`config.mk`:
```
export PLATFORM = sky130hd
export DESIGN_NAME = speed_sequencer
export DESIGN_NICKNAME = d
export VERILOG_FILES = /design/src/rtl/speed_sequencer.sv
export SDC_FILE = /design/constraint.sdc
export NUM_CORES = 1
export LEC_CHECK = 0
export ABC_CLOCK_PERIOD_IN_PS = 5200
export BUFFER_PORTS_ARGS = -buffer_cell sky130_fd_sc_hd__clkbuf_2
export CAP_MARGIN = 20
export CORE_MARGIN = 4
export CORE_UTILIZATION = 60
export DETAILED_ROUTE_END_ITERATION = 12
export PLACE_DENSITY = 0.77
export SKIP_CTS_REPAIR_TIMING = 1
export SYNTH_ARGS = -nofsm -noshare
export SYNTH_HDL_FRONTEND = slang
export SYNTH_SLANG_ARGS = --single-unit
```
`constraint.sdc`:
```
create_clock -name clk -period 5.2 [get_ports clk]
set_clock_uncertainty 0.05 [all_clocks]
set_input_delay 1.56 -clock clk [delete_from_list [all_inputs] [get_ports clk]]
set_output_delay 1.56 -clock clk [all_outputs]
set_load 0.005 [all_outputs]
```
`src/rtl/speed_sequencer.sv`:
```
// Steps the clock divider through a small table of (speed, duration) entries.
// The speed output is never zero: rests and idle periods drive IDLE_SPEED with mute raised.
module speed_sequencer #(
    parameter int BASE_SPEED = 50000000,
    parameter int DEPTH      = 8,
    parameter int TICK_DIV   = BASE_SPEED / 1000,
    parameter int IDLE_SPEED = 1
) (
    input  logic                       clk,
    input  logic                       reset,
    input  logic                       wr_en,
    input  logic [$clog2(DEPTH)-1:0]   wr_addr,
    input  logic [19:0]                wr_speed,
    input  logic [15:0]                wr_dur,
    input  logic [$clog2(DEPTH):0]     num_steps,
    input  logic                       loop,
    input  logic                       start,
    input  logic                       stop,
    output logic [19:0]                speed,
    output logic                       mute,
    output logic [$clog2(DEPTH)-1:0]   step_idx,
    output logic                       busy,
    output logic                       done
);

    localparam int AW = $clog2(DEPTH);
    localparam int PW = (TICK_DIV > 1) ? $clog2(TICK_DIV) : 1;
    localparam logic [PW-1:0] PRE_MAX  = PW'(TICK_DIV - 1);
    localparam logic [19:0]   IDLE_SPD = 20'(IDLE_SPEED);

    localparam logic [1:0] S_IDLE  = 2'd0;
    localparam logic [1:0] S_FETCH = 2'd1;
    localparam logic [1:0] S_PLAY  = 2'd2;

    logic [19:0]   r_tab_speed [DEPTH];
    logic [15:0]   r_tab_dur   [DEPTH];
    logic [1:0]    r_state;
    logic [AW-1:0] r_last;
    logic          r_loop;
    logic [PW-1:0] r_presc;
    logic [15:0]   r_dur;

    logic          w_start_ok;
    logic [AW-1:0] w_last;
    logic          w_wrap;
    logic          w_expire;
    logic [AW-1:0] w_fetch_idx;
    logic [19:0]   w_ent_speed;
    logic [15:0]   w_ent_dur;
    logic [19:0]   w_ld_speed;
    logic          w_ld_mute;
    logic [15:0]   w_ld_dur;

    // The next entry is read as the state machine moves into FETCH, so its
    // speed is already visible during the FETCH cycle of that step.
    always_comb begin
        w_start_ok  = start && !stop && (num_steps != '0);
        w_last      = (num_steps > (AW+1)'(DEPTH)) ? AW'(DEPTH - 1)
                                                   : AW'(num_steps - 1'b1);
        w_wrap      = (r_presc == PRE_MAX);
        w_expire    = (r_state == S_PLAY) && w_wrap && (r_dur == 16'd1);
        w_fetch_idx = ((r_state == S_IDLE) || (step_idx == r_last)) ? '0
                                                                    : step_idx + 1'b1;
        w_ent_speed = r_tab_speed[w_fetch_idx];
        w_ent_dur   = r_tab_dur[w_fetch_idx];
        w_ld_speed  = (w_ent_speed == 20'd0) ? IDLE_SPD : w_ent_speed;
        w_ld_mute   = (w_ent_speed == 20'd0);
        w_ld_dur    = (w_ent_dur == 16'd0) ? 16'd1 : w_ent_dur;
    end

    always_ff @(posedge clk) begin
        if (reset) begin
            for (int i = 0; i < DEPTH; i++) begin
                r_tab_speed[i] <= '0;
                r_tab_dur[i]   <= '0;
            end
        end else if (wr_en) begin
            r_tab_speed[wr_addr] <= wr_speed;
            r_tab_dur[wr_addr]   <= wr_dur;
        end
    end

    always_ff @(posedge clk) begin
        if (reset) begin
            r_state  <= S_IDLE;
            r_last   <= '0;
            r_loop   <= 1'b0;
            r_presc  <= '0;
            r_dur    <= '0;
            speed    <= IDLE_SPD;
            mute     <= 1'b1;
            step_idx <= '0;
            busy     <= 1'b0;
            done     <= 1'b0;
        end else begin
            done <= 1'b0;
            case (r_state)
                S_IDLE: begin
                    if (w_start_ok) begin
                        r_last   <= w_last;
                        r_loop   <= loop;
                        busy     <= 1'b1;
                        step_idx <= w_fetch_idx;
                        speed    <= w_ld_speed;
                        mute     <= w_ld_mute;
                        r_dur    <= w_ld_dur;
                        r_presc  <= '0;
                        r_state  <= S_FETCH;
                    end
                end
                S_FETCH: begin
                    if (stop) begin
                        r_state <= S_IDLE;
                        busy    <= 1'b0;
                        speed   <= IDLE_SPD;
                        mute    <= 1'b1;
                    end else begin
                        r_state <= S_PLAY;
                    end
                end
                S_PLAY: begin
                    if (stop) begin
                        r_state <= S_IDLE;
                        busy    <= 1'b0;
                        speed   <= IDLE_SPD;
                        mute    <= 1'b1;
                    end else begin
                        r_presc <= w_wrap ? '0 : r_presc + 1'b1;
                        if (w_wrap) begin
                            r_dur <= r_dur - 16'd1;
                        end
                        if (w_expire) begin
                            if ((step_idx != r_last) || r_loop) begin
                                step_idx <= w_fetch_idx;
                                speed    <= w_ld_speed;
                                mute     <= w_ld_mute;
                                r_dur    <= w_ld_dur;
                                r_presc  <= '0;
                                r_state  <= S_FETCH;
                            end else begin
                                r_state <= S_IDLE;
                                busy    <= 1'b0;
                                done    <= 1'b1;
                                speed   <= IDLE_SPD;
                                mute    <= 1'b1;
                            end
                        end
                    end
                end
                default: r_state <= S_IDLE;
            endcase
        end
    end

endmodule

```
==> impl_metrics.json <==
{
  "clockBufferDepth": 3,
  "r2r-end": "speed[0]",
  "end_kind": "flop",
  "fin_nets": 1447,
  "drtIter0Drc": 1126,
  "root_buffer": "clkbuf_16",
  "peakVddDrop_mv": 0.2008,
  "final_common_cell": "and2_1",
  "fin_ws_ns": 1.367,
  "synth_seq_cells": 352,
  "grt_pass1_wl_microns": 62490,
  "status": "completed",
  "slew_viol_final": 0,
  "critical_path_class": "reg -> reg",
  "path_common_cell": "nand2_1",
  "core_sq_mm": 0.02680,
  "start_util_pct": 60.71,
  "seqPwrFrac_pct": 51.9,
  "drive_gt1_share_pct": 16.23,
  "netlist_area_sq_mm": 0.01627,
  "rrSetupSlack_ns": 1.37,
  "dp_cells": 1691,
  "routed_wl_microns": 40280,
  "syn_area_per_cell_sq_um": 12.30,
  "fin_setup_tns_ns": 0,
  "min_to": "mute",
  "rows": 60,
  "cp_max_fo": 27,
  "drcViolationCount": 0,
  "nFillCells": 1897,
  "synth_cells": 1323,
  "max_clock_freq_ghz": 0.2609,
  "whs_path_depth": 2,
  "synth_edf_count": 288,
  "startpoint_type": "flop",
  "yosysSeqAreaShare_pct": 61.02,
  "path_cells": "ha_1, xnor2_2, buf_4, nand2_1, nand2_1, a22oi_1, o2111ai_1, nor4_1, a31oi_1, a21oi_1",
  "io_buffers": 74,
  "power.leakage_nw": 6.441,
  "grt_pass1_vias": 10921,
  "utilization_pct": 67.89,
  "clock_latency_ns": 0.53,
  "period_share_pct": 73.71,
  "period_minus_slack_ns": 3.833,
  "fp.dieW_microns": 172.7,
  "synth_nets": 1381,
  "r2r_cells": 10,
  "intPower_mw": 4.857,
  "grt_max_degree": 81,
  "final_cell_mix": "291 x and2_1, 288 x edfxtp_1, 74 x nor2_1, 74 x clkbuf_2, 73 x nand2_1",
  "max_stage_delay_ns": 0.91,
  "final_cell_area_sq_mm": 0.01820,
  "gp_congestion": 0.8629,
  "pin_count": 75,
  "firstDrtPassIters": 5,
  "rsz0062_at_grt": "no",
  "hpwl_microns": 24000,
  "clkPwrFrac_pct": 38.4,
  "placed_area_sq_mm": 0.01707,
  "min_path_type": "reg -> reg",
  "clk_pin_slew_worst_paths_ns": 0.06,
  "synth_ff_type": "edfxtp_1",
  "async_flop_share_pct": 0,
  "max_slew.worst_pin.slew_ns": 1.162,
  "slew_headroom_pct": 22.14,
  "vias_per_cell": 6.293,
  "cts_tree": "built",
  "timing_hold_violations_final": 0,
  "area_growth_pct": 11.82,
  "pwr-share-comb_pct": 9.6,
  "power_density_mw_per_mm2": 351.0,
  "antenna_found_initial": 2,
  "pre_cts_ws_ns": 1.300,
  "setup_viol": 0,
  "r2r_start": "step_idx[0]",
  "yosysUniqueCellTypes": 68,
  "final_cell_count_no_fill": 1759,
  "required_ns": 5.55,
  "postRouteAntennaNets": 0,
  "ys_warn_count": 0,
  "h-tree-depth": 2,
  "track_usage_pct": 26.61,
  "crit_arrival_ns": 4.18,
  "switching_share_pct": 23.95,
  "die-area_sq_mm": 0.02982,
  "gr-total-overflow": 0,
  "numCtsBuffers": 37,
  "die_h_microns": 172.7,
  "power_switching_mw": 1.529,
  "cap_violations": 0,
  "critPathSlowestCell": "xnor2_2",
  "numClockSinks": 352,
  "wl_per_cell_microns": 22.90,
  "via_count": 11070,
  "min_from": "mute"
}
[area by class of cell]
type / instances / area, sq um / area share (%)
clock buffers: 46 / 1023 / 5.625
clock inverters: 21 / 100.1 / 0.5501
diodes: 1 / 2.502 / 0.01375
flip-flops and latches: 352 / 9933 / 54.59
well taps: 341 / 426.7 / 2.345
multi-input cells: 870 / 6015 / 33.06
repair buffers: 103 / 600.6 / 3.301
inverters: 25 / 93.84 / 0.5157
[synth_stat cells (all sizes together) (9+ instances only)]
library cell / number / share of area (%)
ha: 9 / 0.69
or2: 10 / 0.38
a22oi: 20 / 0.92
nand3: 22 / 0.68
clkbuf: 59 / 1.4
o21ai: 47 / 1.4
nor4: 17 / 0.75
xor2: 14 / 0.75
nand2: 73 / 1.7
nor3: 15 / 0.49
dfxtp: 64 / 7.9
a211oi: 14 / 0.65
a21oi: 59 / 1.8
edfxtp: 288 / 53
mux2i: 19 / 1.2
buf: 17 / 0.57
a31oi: 12 / 0.46
nor2: 80 / 1.8
a2111oi: 10 / 0.54
inv: 25 / 0.58
and2: 291 / 11
mux4: 34 / 4.7
[power groups by stage]
| stage | Sequential [mW] | Combinational [mW] | Clock [mW] |
|---|---|---|---|
| after floorplan | 3.35 | 0.382 | 0 |
| after global placement | 3.37 | 0.593 | 0 |
| after detailed placement | 3.37 | 0.603 | 0 |
| after CTS | 3.32 | 0.607 | 2.47 |
| after global routing | 3.33 | 0.668 | 2.60 |
| final | 3.32 | 0.613 | 2.46 |
[state kept, by name, indices dropped and copies added, names as in the netlist]
| name | flops |
|---|---|
| r_tab_speed | 160 |
| r_tab_dur | 128 |
| speed | 20 |
| r_dur | 16 |
| r_presc | 16 |
| r_last | 3 |
| step_idx | 3 |
| r_state | 2 |
| busy | 1 |
| done | 1 |
| mute | 1 |
| r_loop | 1 |
[per-layer routing]
| metal | part of all wire [%] | track usage (%) |
|---|---|---|
| met4 | 2.4 | 7.749 |
| met1 | 41 | 37.36 |
| met3 | 9.5 | 5.597 |
| met2 | 47 | 42.72 |
| met5 | 0 | 0 |
[critical path, delay by kind of cell, from the launching register on]
family,cells,cell delay (ns)
AO/OA/AOI/OAI,4,0.93
flip-flops,1,0.47
XOR/XNOR,1,0.91
AND/OR/NAND/NOR,3,0.64
buffers and inverters,1,0.37
adder cells (fa/ha/maj),1,0.35
[per-stage QoR]
stage / power, mW / hold slack [ns]
detailed placement: 3.978 / 0.3923
global placement: 3.961 / 0.3960
global route: 6.603 / 0.4281
CTS: 6.398 / 0.4010
floorplan: 3.729 / 0.3921
finish: 6.387 / 0.4036
[worst max path at each step]
stage,startpoint,slack (ns),cells after the start,end
floorplan,wr_addr[2],1.67,3,r_tab_dur[0][0]
global placement,num_steps[0],1.37,10,speed[1]
detailed placement,num_steps[0],1.30,10,speed[1]
CTS,step_idx[0],1.49,10,speed[0]
global route,step_idx[0],1.25,10,speed[0]
finish,step_idx[0],1.37,10,speed[0]
[kinds of logic (layout without fill, tap and decap cells)]
family                     count (synthesis)  in the layout  synth area share (%)
muxes                                     55             55                 6.013
and+or+nand+nor                          553            553                 19.09
buffers and inverters                    101            195                 2.507
adders and majority gates                  9              9                0.6921
DFF                                      352            352                 61.02
other                                      0              1                     0
AOI/OAI and AO/OA                        234            234                 9.650
xor gates and xnor gates                  19             19                 1.023
Power figures use the tool's default switching activity.
